--- src/rtl/dma_quiesce.sv ---
// Halt/quiet responder for one DMA direction: blocks issue on halt, drains in-flight work, reports quiet.
// Optional drain timeout enabled by defining DMA_QUIESCE_TIMEOUT_EN.
module dma_quiesce #(
    parameter int MAX_OUTSTANDING = 8,
    parameter int CNT_W           = $clog2(MAX_OUTSTANDING + 1),
    parameter int TIMEOUT_CYC     = 4096
) (
    input  logic             clk,
    input  logic             rst,
    input  logic             dma_halt,
    input  logic             bus_req_fire,
    input  logic             bus_rsp_fire,
    output logic             issue_en,
    output logic             quiet,
    output logic [CNT_W-1:0] outstanding,
    output logic             protocol_err,
    output logic             halt_timeout
);

    localparam logic [1:0] ST_RUN   = 2'd0;
    localparam logic [1:0] ST_DRAIN = 2'd1;
    localparam logic [1:0] ST_QUIET = 2'd2;
    localparam logic [CNT_W-1:0] CNT_MAX  = CNT_W'(MAX_OUTSTANDING);
    localparam logic [CNT_W-1:0] CNT_ZERO = {CNT_W{1'b0}};

    if ((MAX_OUTSTANDING < 1) || (TIMEOUT_CYC < 1)) begin : g_bad_cfg
        $error("dma_quiesce: MAX_OUTSTANDING and TIMEOUT_CYC must be >= 1");
    end

    logic [1:0]       state_q, state_d;
    logic [CNT_W-1:0] cnt_q, cnt_d;
    logic             quiet_q, quiet_d;
    logic             perr_q, perr_d;

`ifdef DMA_QUIESCE_TIMEOUT_EN
    localparam int TMO_W = $clog2(TIMEOUT_CYC + 1);
    logic [TMO_W-1:0] tmo_q, tmo_d;
    logic             tflag_q, tflag_d;
    logic             tmo_hit_s;
    logic             tmo_fire_s;

    assign tmo_hit_s = (tmo_q == TMO_W'(TIMEOUT_CYC - 1));
`endif

    // Next-state for in-flight counter, sticky error flag and handshake FSM
    always_comb begin
        cnt_d   = cnt_q;
        perr_d  = perr_q;
        state_d = state_q;
`ifdef DMA_QUIESCE_TIMEOUT_EN
        tmo_fire_s = 1'b0;
`endif
        if (bus_req_fire && !bus_rsp_fire) begin
            if (cnt_q == CNT_MAX) begin
                perr_d = 1'b1;
            end else begin
                cnt_d = cnt_q + CNT_W'(1);
            end
        end else if (bus_rsp_fire && !bus_req_fire) begin
            if (cnt_q == CNT_ZERO) begin
                perr_d = 1'b1;
            end else begin
                cnt_d = cnt_q - CNT_W'(1);
            end
        end else begin
            cnt_d = cnt_q;
        end

        case (state_q)
            ST_RUN: begin
                if (dma_halt) begin
                    state_d = ST_DRAIN;
                end else begin
                    state_d = ST_RUN;
                end
            end
            ST_DRAIN: begin
                if (!dma_halt) begin
                    state_d = ST_RUN;
                end else if ((cnt_q == CNT_ZERO) && !bus_req_fire && !bus_rsp_fire) begin
                    state_d = ST_QUIET;
`ifdef DMA_QUIESCE_TIMEOUT_EN
                end else if (tmo_hit_s) begin
                    // Force quiet so the reset sequence cannot hang on a stuck fabric
                    state_d    = ST_QUIET;
                    cnt_d      = CNT_ZERO;
                    tmo_fire_s = 1'b1;
`endif
                end else begin
                    state_d = ST_DRAIN;
                end
            end
            ST_QUIET: begin
                if (!dma_halt) begin
                    state_d = ST_RUN;
                end else if (bus_req_fire) begin
                    state_d = ST_DRAIN;
                    perr_d  = 1'b1;
                end else begin
                    state_d = ST_QUIET;
                end
            end
            default: begin
                state_d = ST_RUN;
            end
        endcase

        quiet_d = (state_d == ST_QUIET);
    end

`ifdef DMA_QUIESCE_TIMEOUT_EN
    // Drain timer: zero outside DRAIN, so entry to DRAIN always starts from zero
    always_comb begin
        if ((state_q == ST_DRAIN) && (state_d == ST_DRAIN)) begin
            tmo_d = tmo_q + TMO_W'(1);
        end else begin
            tmo_d = {TMO_W{1'b0}};
        end
        tflag_d = tflag_q | tmo_fire_s;
    end

    // Timeout counter and sticky timeout flag
    always_ff @(posedge clk or posedge rst) begin
        if (rst) begin
            tmo_q   <= {TMO_W{1'b0}};
            tflag_q <= 1'b0;
        end else begin
            tmo_q   <= tmo_d;
            tflag_q <= tflag_d;
        end
    end

    assign halt_timeout = tflag_q;
`else
    assign halt_timeout = 1'b0;
`endif

    // Core state registers
    always_ff @(posedge clk or posedge rst) begin
        if (rst) begin
            state_q <= ST_RUN;
            cnt_q   <= CNT_ZERO;
            quiet_q <= 1'b0;
            perr_q  <= 1'b0;
        end else begin
            state_q <= state_d;
            cnt_q   <= cnt_d;
            quiet_q <= quiet_d;
            perr_q  <= perr_d;
        end
    end

    assign issue_en     = (state_q == ST_RUN) && !dma_halt && (cnt_q < CNT_MAX);
    assign quiet        = quiet_q;
    assign outstanding  = cnt_q;
    assign protocol_err = perr_q;

endmodule

--- config.mk ---
export PLATFORM = sky130hd
export DESIGN_NAME = dma_quiesce
export DESIGN_NICKNAME = d
export VERILOG_FILES = /design/src/rtl/dma_quiesce.sv
export SDC_FILE = /design/constraint.sdc
export NUM_CORES = 1
export LEC_CHECK = 0
export BUFFER_PORTS_ARGS = -buffer_cell sky130_fd_sc_hd__buf_2
export CAP_MARGIN = 20
export CORE_AREA = 2 2 39 41
export DETAILED_ROUTE_END_ITERATION = 6
export DIE_AREA = 0 0 41 43
export PLACE_DENSITY_LB_ADDON = 0.3
export SYNTH_ARGS = -nofsm -noshare
export SYNTH_HDL_FRONTEND = slang
export SYNTH_SLANG_ARGS = --single-unit
--- constraint.sdc ---
create_clock -name clk -period 1.5 [get_ports clk]
set_input_delay 0.375 -clock clk [delete_from_list [all_inputs] [get_ports clk]]
set_output_delay 0.375 -clock clk [all_outputs]
set_load 0.01 [all_outputs]
==> results, run 1 <==
- The run finished with clean final reports.
- The number of design rule violations left after detail routing is 0.
- Setup violations remaining at the end of the flow were counted as 0.
- The length of the first detailed-routing pass in iterations is 4.
- During I/O placement, the number of pins put on the boundary was 13.
- The total grt overflow is 0.
- The total power of the final layout is 0.00107 W.
- Summed over all failing endpoints, the final setup total negative slack is 0 ns.
- The number of global-route vias before repair is 401.
- Summing the areas of all and, or, nand and nor instances in the mapped netlist gives about 14% of the synthesized area.
- The number of warnings printed during yosys synthesis is 0.
- After synthesis the netlist holds a flip-flop and latch count of 8.
- The cell sitting at the root of the clock tree is a sky130_fd_sc_hd__clkbuf_4.
- The clock period could shrink to approximately 1.4 ns.
- The power density over cell area is 1590 mW/mm2.
- The number of distinct library cells after synthesis is 25.
- The adder-cell share of the synthesized area is 14.1%.
- The synthesized netlist devotes ~16% of its cell area to compound gates.
- The width of the chip is 41 um.
- The critical path required time is 1.12 ns.
- The final hold violation count came to 0.
- After layout, the worst setup slack is about 0.06 ns.
- The worst path uses between 90% and 100% of the clock period.
- The signal arrival time at the worst endpoint is 1.07 ns.
- The signal on the critical path passes through nor4_2 -> buf_2.
- The cell depth of the worst flop-to-flop path is 5.
- The worst setup slack for register-to-register paths is 0.10 ns.
- Derived from the worst setup path, the maximum achievable clock frequency is 694 MHz.
- The mean instance size in the synthesized netlist is a little over 10 um2.
- The total core area is 0.00138 mm2.
- The proportion of layout cells with a drive suffix above 1 is 47.1%.
- The sink count of the clock tree is 8.
- The type of the worst setup path is reg -> out.
- After clock tree synthesis, the clock-pin slew on the worst setup and hold paths is 0.05 ns.
- The analysis attributes to cell leakage a power of 0.316 nW.
- Entering global routing, the biggest net connects 9 pins.
- At the end of routability-driven placement, the weighted congestion stood at about 0.75.
- The floorplan step set the die height to 43 um.
- The die covers between 0.0015 and 0.002 mm2.
- The post-placement cell area is 636 um2.
- The DRC marker count from the first detailed-route iteration is 8.
- Counting along the longest clock path gives a buffer depth of 2.
- The count of buffers added on input and output ports is 11.
- The post-synth net total is 58.
- The via count is 412.
- Compared with the post-synthesis result, the final layout area differs by 35.2%.
- The first global-routing pass estimated 1700 um of wire.
- The global-route usage over all layers is between 10% and 20%.
- Across the VDD grid, the largest voltage drop is 688 uV.
- In this run the critical register-to-register path is launched from outstanding[1]$_DFFE_PP0P_.
- The area taken by multi-input logic gates is 295 um2.
- The cell area after technology mapping is 498 um2.
- The endpoint type of the worst setup path is a primary output.
- The clock skew after layout is between 0.001 and 0.0015 ns.
- The delay of the slowest cell on the worst path is 0.41 ns.
- The detailed-route wire length per cell is 11.7 um.
- The path class of the tightest hold or removal check is in -> async.
- The sequential cell area in the final layout is 201 um2.
- Summing the sequential cell areas from Yosys gives approximately two fifths of the chip area.
- The worst slack at placement is -0.153 ns.
- For this block, the routed nets add up to 981 um of wire.
- After detailed routing, the number of vias per cell comes to about 5.
- The maximum net fanout on the critical path is 2.
- After synthesis, the share of cell area in mux cells is 2.26%.
- The post-layout instance area is 673 um2.
- The slowest stage cell on the critical path is sky130_fd_sc_hd__dfrtp_2.
- The total clock buffers created by CTS is 3.
- The max-capacitance violation count is 0.
- The cell row count is 14.
- Setup repair after global routing could not meet its margin everywhere.
- The layout has roughly 150 filler cells.
- The post-synthesis cell count is 48.
- After legalization and detailed placement, the total HPWL measured 767 um.
- Once the floorplan was initialized, standard cells occupied between 30% and 40% of the core.
- The number of antenna violations at the first check in global routing is 0.
- The clock reaches the later pin of the worst-skew pair after ~0.25 ns.
- The final net count is 80.
- The number of levels in the clock H-tree is 1.
- The launching element type of the critical path is a register.
- After Yosys synthesis, XOR and XNOR cells account for 5.28% of the synthesized area.
- The max-slew violation count is 0.
- 0 antenna diodes ended up in the layout.
- TritonCTS built the clock tree.
- Cells fill 48.6% of the core in the end.
- The combinational family with the most area after synthesis is compound AO/OA/AOI/OAI gates.
- The endpoint identified for the worst register-to-register timing path is outstanding[3]$_DFFE_PP0P_.
- The detail route stage leaves a number of antenna-violating nets equal to 0.
[cells in the mapped netlist]
library cell / instances / area share (%)
sky130_fd_sc_hd__nand2_1: 3 / 2.3
sky130_fd_sc_hd__nor4_1: 1 / 1.3
sky130_fd_sc_hd__ha_1: 4 / 10
sky130_fd_sc_hd__buf_6: 1 / 2.3
sky130_fd_sc_hd__and3_1: 2 / 2.5
sky130_fd_sc_hd__o21ai_2: 1 / 1.8
sky130_fd_sc_hd__o41ai_1: 1 / 1.8
sky130_fd_sc_hd__a21oi_2: 1 / 1.8
sky130_fd_sc_hd__a21oi_1: 3 / 3.0
sky130_fd_sc_hd__inv_1: 5 / 3.8
sky130_fd_sc_hd__fa_1: 1 / 4.0
sky130_fd_sc_hd__a21boi_1: 2 / 3.0
sky130_fd_sc_hd__o21ai_0: 1 / 1.0
sky130_fd_sc_hd__xnor2_1: 2 / 3.5
sky130_fd_sc_hd__xor2_1: 1 / 1.8
sky130_fd_sc_hd__buf_4: 1 / 1.5
sky130_fd_sc_hd__mux2_2: 1 / 2.3
sky130_fd_sc_hd__nor3_1: 1 / 1.0
sky130_fd_sc_hd__nor4_2: 1 / 2.5
sky130_fd_sc_hd__nor3b_1: 1 / 1.5
sky130_fd_sc_hd__dfrtp_1: 8 / 40
sky130_fd_sc_hd__conb_1: 1 / 0.75
sky130_fd_sc_hd__a41oi_1: 1 / 1.8
sky130_fd_sc_hd__nand3_1: 3 / 3.0
sky130_fd_sc_hd__a22o_1: 1 / 1.8
[critical path: cells and delay by family (launching register included)]
kind                   cells  cell delay, ns
AND/OR/NAND/NOR            1            0.25
buffers and inverters      1            0.16
flip-flops                 1            0.41
[per-stage QoR]
stage,hold WS (ns),instances
floorplan,0.191,48
global placement,0.323,80
detailed placement,0.323,80
CTS,0.0533,84
global route,0.0707,84
finish,0.0535,84
[cell type report]
type,count,share of cell area (%)
clock buffers,3,3.35
inverters,5,2.79
multi-input cells,33,43.9
flip-flops and latches,8,29.9
well taps,16,2.97
repair buffers,19,17.1
[worst max-delay path by stage]
| stage | to | startpoint | depth (start not counted) | slack [ns] |
|---|---|---|---|---|
| 6_report | issue_en | outstanding[3]$_DFFE_PP0P_ | 2 | 0.06 |
| 5_1_grt | issue_en | outstanding[3]$_DFFE_PP0P_ | 2 | -0.04 |
| 4_1_cts | issue_en | outstanding[3]$_DFFE_PP0P_ | 2 | 0.04 |
| 3_5_place_dp | outstanding[3]$_DFFE_PP0P_ | bus_rsp_fire | 9 | -0.15 |
| 3_3_place_gp | outstanding[3]$_DFFE_PP0P_ | bus_rsp_fire | 9 | -0.13 |
| 2_1_floorplan | outstanding[3]$_DFFE_PP0P_ | bus_rsp_fire | 8 | 0.01 |
[kinds of logic (layout without fill, tap and decap cells)]
group | Yosys count | count (layout)
and+or+nand+nor | 12 | 12
adders and majority gates | 5 | 5
other | 1 | 1
AOI/OAI and AO/OA | 11 | 11
muxes | 1 | 1
buffers and inverters | 7 | 27
xor gates and xnor gates | 3 | 3
DFF | 8 | 8
[where the power goes]
group          total [W]  internal, W  switching (W)
registers       0.000377     0.000286      0.0000913
logic           0.000534     0.000281       0.000253
clock network   0.000159    0.0000912      0.0000678
total            0.00107     0.000658       0.000412
[metal layers]
| layer | GRT usage [%] | vias up | wire [um] |
|---|---|---|---|
| met1 | 19.1 | 193 | 439 |
| li1 | - | 208 | - |
| met5 | 0 | - | 0 |
| met2 | 21.3 | 11 | 490 |
| met4 | 8.00 | 0 | 0 |
| met3 | 3.14 | 0 | 50 |
[timing repair]
| action | CTS | global route |
|---|---|---|
| hold buffers | 0 | 0 |
| resized for setup | 2 | 0 |
| setup buffers | 1 | 0 |
| endpoints found under the hold margin | 0 | 0 |
| setup endpoints to repair | 1 | 1 |
| pin swaps | 0 | 1 |
[state kept, by name, summed over array words and instances, names as in the netlist]
register and flops:
state_q 2, protocol_err 1, quiet 1, outstanding 4
[placed cells by master (no fill, tap or decap)]
| cell | n |
|---|---|
| sky130_fd_sc_hd__a21boi_1 | 2 |
| sky130_fd_sc_hd__a21oi_1 | 2 |
| sky130_fd_sc_hd__a21oi_2 | 2 |
| sky130_fd_sc_hd__a22o_1 | 1 |
| sky130_fd_sc_hd__a41oi_1 | 1 |
| sky130_fd_sc_hd__and3_1 | 2 |
| sky130_fd_sc_hd__buf_2 | 11 |
| sky130_fd_sc_hd__buf_4 | 8 |
| sky130_fd_sc_hd__clkbuf_4 | 3 |
| sky130_fd_sc_hd__conb_1 | 1 |
| sky130_fd_sc_hd__dfrtp_1 | 7 |
| sky130_fd_sc_hd__dfrtp_2 | 1 |
| sky130_fd_sc_hd__fa_1 | 1 |
| sky130_fd_sc_hd__ha_1 | 2 |
| sky130_fd_sc_hd__ha_4 | 2 |
| sky130_fd_sc_hd__inv_1 | 4 |
| sky130_fd_sc_hd__inv_2 | 1 |
| sky130_fd_sc_hd__mux2_2 | 1 |
| sky130_fd_sc_hd__nand2_1 | 3 |
| sky130_fd_sc_hd__nand3_1 | 3 |
| sky130_fd_sc_hd__nor3_1 | 1 |
| sky130_fd_sc_hd__nor3b_1 | 1 |
| sky130_fd_sc_hd__nor4_2 | 2 |
| sky130_fd_sc_hd__o21ai_0 | 1 |
| sky130_fd_sc_hd__o21ai_2 | 1 |
| sky130_fd_sc_hd__o41ai_1 | 1 |
| sky130_fd_sc_hd__xnor2_1 | 2 |
| sky130_fd_sc_hd__xor2_1 | 1 |
No activity file was read; power rests on OpenSTA's default activity.
==> run 2: changes to the inputs <==
--- a/config.mk
+++ b/config.mk
@@ -10,6 +10,7 @@
 export CORE_AREA = 2 2 39 41
 export DETAILED_ROUTE_END_ITERATION = 6
 export DIE_AREA = 0 0 41 43
+export MAX_ROUTING_LAYER = met4
 export PLACE_DENSITY_LB_ADDON = 0.3
 export SYNTH_ARGS = -nofsm -noshare
 export SYNTH_HDL_FRONTEND = slang
==> constraint.sdc (replaced) <==
create_clock -name clk -period 1.7 [get_ports clk]
set_input_delay 0.425 -clock clk [delete_from_list [all_inputs] [get_ports clk]]
set_output_delay 0.425 -clock clk [all_outputs]
set_load 0.01 [all_outputs]
==> results, run 2 (same netlist as run 1, synthesis figures left out) <==
- The remaining antenna violation count after routing is 0.
- Buffers placed on the I/O ports in this run total 11.
- The clock edge transition at the registers on the reported setup and hold paths is 0.06 ns.
- Setup repair after global routing left no endpoint under its margin.
- The total power of the final layout is 0.000862 W.
- After layout, the worst setup slack is between 0.07 and 0.08 ns.
- Leaving out fill and tap cells, the most frequent cells in the layout are sky130_fd_sc_hd__buf_2 (11), sky130_fd_sc_hd__dfrtp_1 (8), sky130_fd_sc_hd__inv_1 (5).
- In this design, the stage delay of the slowest critical-path cell is 0.47 ns.
- The maximum buffer depth of the clock tree is 2.
- Routability-driven placement finished with a final weighted congestion of 0.754.
- For this run the aggregate overflow at the end of global routing stands at 0.
- Across all hold checks on the routed design, the worst slack comes to approximately 0.095 ns.
- The worst register-to-register path ends at outstanding[3]$_DFFE_PP0P_.
- In this run the number of H-tree levels came out at 1.
- The detailed-route wire length is 906 um.
- In this run the power density over the cells is 1430 mW/mm2.
- In this run switching power makes up 39.3% of total power.
- The number of antenna violations at the first check in global routing was 0.
- Cell internal power was estimated by the tool at 0.000523 W.
- The net count of the finished layout is 75.
- Summed over all cells, the static leakage comes to roughly 0.29 nW.
- The register with the most flip-flops in the layout has 4 of them.
- The kind of cell adding the most delay to the critical path is flip-flops.
- Global routing consumed, over all layers together, 14.5% of the routing resources.
- The post-layout minimum cycle time is 1.63 ns.
- The max-slew violation count is 0.
- Measured along the x axis, the die boundary spans around 41 um.
- The initial core utilization is 36.0%.
- Summed over all nets, wire length on met3 after detailed routing comes to between 40 and 50 um.
- The number of design rule violations left after detail routing is 0.
- The combinational power share is 42.8%.
- From bottom edge to top edge, the die measures 43 um.
- Before CTS, the worst setup slack after placement is -0.205 ns.
- The number of global-route vias before repair is 384.
- The detailed-route wire length per cell is 11.5 um.
- The highest layer used for signal routing is met4.
- By startpoint and endpoint, the worst setup path is classified as reg -> out.
- In this run the worst hold path is classified as in -> async.
- Across the VDD grid, the largest voltage drop is 465 uV.
- The maximum net fanout on the critical path is 7.
- The detail-routed via count per cell is 5.25.
- Buffers inserted during clock tree synthesis total 3.
- The final critical-path share of the clock period is 95.6%.
- The upper clock frequency limit is slightly above 600 MHz.
- The slowest stage cell on the critical path is sky130_fd_sc_hd__dfrtp_1.
- The total core area is 0.00138 mm2.
- The clock insertion delay at the later pin of the skew report is 0.26 ns.
- The cell depth of the worst flop-to-flop path is 5.
- Per report_power, the sequential group accounts for 39.5% of the total.
- Together, buffers and inverters on the worst path number 1.
- The clock network accounts for ~18% of the total power.
- The sink count of the clock tree is 8.
- The net switching component of the power is 0.000339 W.
- Data on the critical path is required at its endpoint by roughly 1.3 ns.
- The first-pass GRT wire length is 1610 um.
- The signal on the critical path passes through nor4_1 -> buf_2.
- The detailed router placed a little over 400 vias in this run.
- The wire length the detailed router placed on met1 is 428 um.
- Cells with a size suffix above 1 make up 34.9% of the layout.
- The cell row count is 14.
- The final setup violation count is 0.
- Data on the critical path arrives at its endpoint at 1.20 ns.
- The launching element type of the critical path is a register.
- Max-cap violations in this run came to 0.
- The CTS root buffer is sky130_fd_sc_hd__clkbuf_4.
- The TritonCTS clock tree is built.
- For this block, the initial DRC count from the detailed router was 9.
- From synthesis to final layout, the design area changed by 20.9%.
- The final antenna diode count is 0.
- Between clock sinks in the finished design, the worst skew comes to 0.00427 ns.
- The most common library cell in the layout ignoring fill and taps is sky130_fd_sc_hd__buf_2.
- During I/O placement, the number of pins put on the boundary was 13.
- The total die area is 0.00176 mm2.
- The endpoint type of the worst setup path is a primary output.
- Before antenna repair, the detailed router went through 4 iterations.
- The worst setup slack for register-to-register paths is 0.28 ns.
- The run finished with clean final reports.
- The startpoint identified for the worst register-to-register timing path is outstanding[2]$_DFFE_PP0P_.
- The final hold violation count was 0.
- In the detailed route, the total length drawn on met2 is roughly 400 um.
- Detailed placement finished with a half-perimeter wire length of around 700 um.
- The maximum number of pins on one net before global-route repair is 9.
[run 2: worst register-to-register path, cell delays in order, from the launching register on]
cell	delay, ns
sky130_fd_sc_hd__dfrtp_1	0.42
sky130_fd_sc_hd__ha_1	0.35
sky130_fd_sc_hd__a21oi_1	0.17
sky130_fd_sc_hd__and3_1	0.19
sky130_fd_sc_hd__o21ai_2	0.06
sky130_fd_sc_hd__xnor2_1	0.12
[run 2: repair_timing]
| action | 4_1_cts | 5_1_grt |
|---|---|---|
| buffers inserted | 0 | 0 |
| gates resized for setup | 0 | 1 |
| hold buffers | 0 | 0 |
| setup endpoints to repair | 0 | 1 |
[run 2: per-stage QoR]
stage / std cells / setup TNS (ns) / util [%] / instance area [um2]
after floorplan: 48 / 0 / - / 498
after global placement: 76 / -0.325 / 41.7 / 577
after detailed placement: 76 / -0.341 / 41.7 / 577
after CTS: 79 / 0 / 43.3 / 599
after global routing: 79 / 0 / 43.5 / 602
final: 79 / 0 / 43.5 / 602
[run 2: worst max path at each step]
stage                                    start                          to  slack (ns)  cells after the start
floorplan                         bus_rsp_fire  outstanding[3]$_DFFE_PP0P_       0.009                      8
global placement                  bus_rsp_fire  outstanding[3]$_DFFE_PP0P_       -0.20                      9
detailed placement                bus_rsp_fire  outstanding[3]$_DFFE_PP0P_       -0.20                      9
CTS                 outstanding[3]$_DFFE_PP0P_                    issue_en        0.04                      2
global route        outstanding[3]$_DFFE_PP0P_                    issue_en        0.01                      2
finish              outstanding[3]$_DFFE_PP0P_                    issue_en        0.07                      2
[run 2: metal layers]
| layer | global-route usage (%) | up-vias |
|---|---|---|
| met5 | - | - |
| li1 | - | 200 |
| met3 | 4.71 | 4 |
| met2 | 19.4 | 10 |
| met1 | 17.7 | 201 |
| met4 | 10.0 | 0 |
[run 2: power groups by stage]
stage	registers [W]	logic, W	clock network, W
final	0.000340	0.000369	0.000152
after global routing	0.000359	0.000415	0.000164
after CTS	0.000343	0.000377	0.000157
after detailed placement	0.000347	0.000375	0
after global placement	0.000345	0.000370	0
after floorplan	0.000341	0.000272	0
[run 2: cell type report]
type | count | area, um2
inverters | 5 | 18.8
repair buffers | 14 | 77.6
fillers | 130 | 782
flip-flops and latches | 8 | 200
multi-input cells | 33 | 263
clock buffers | 3 | 22.5
well taps | 16 | 20.0
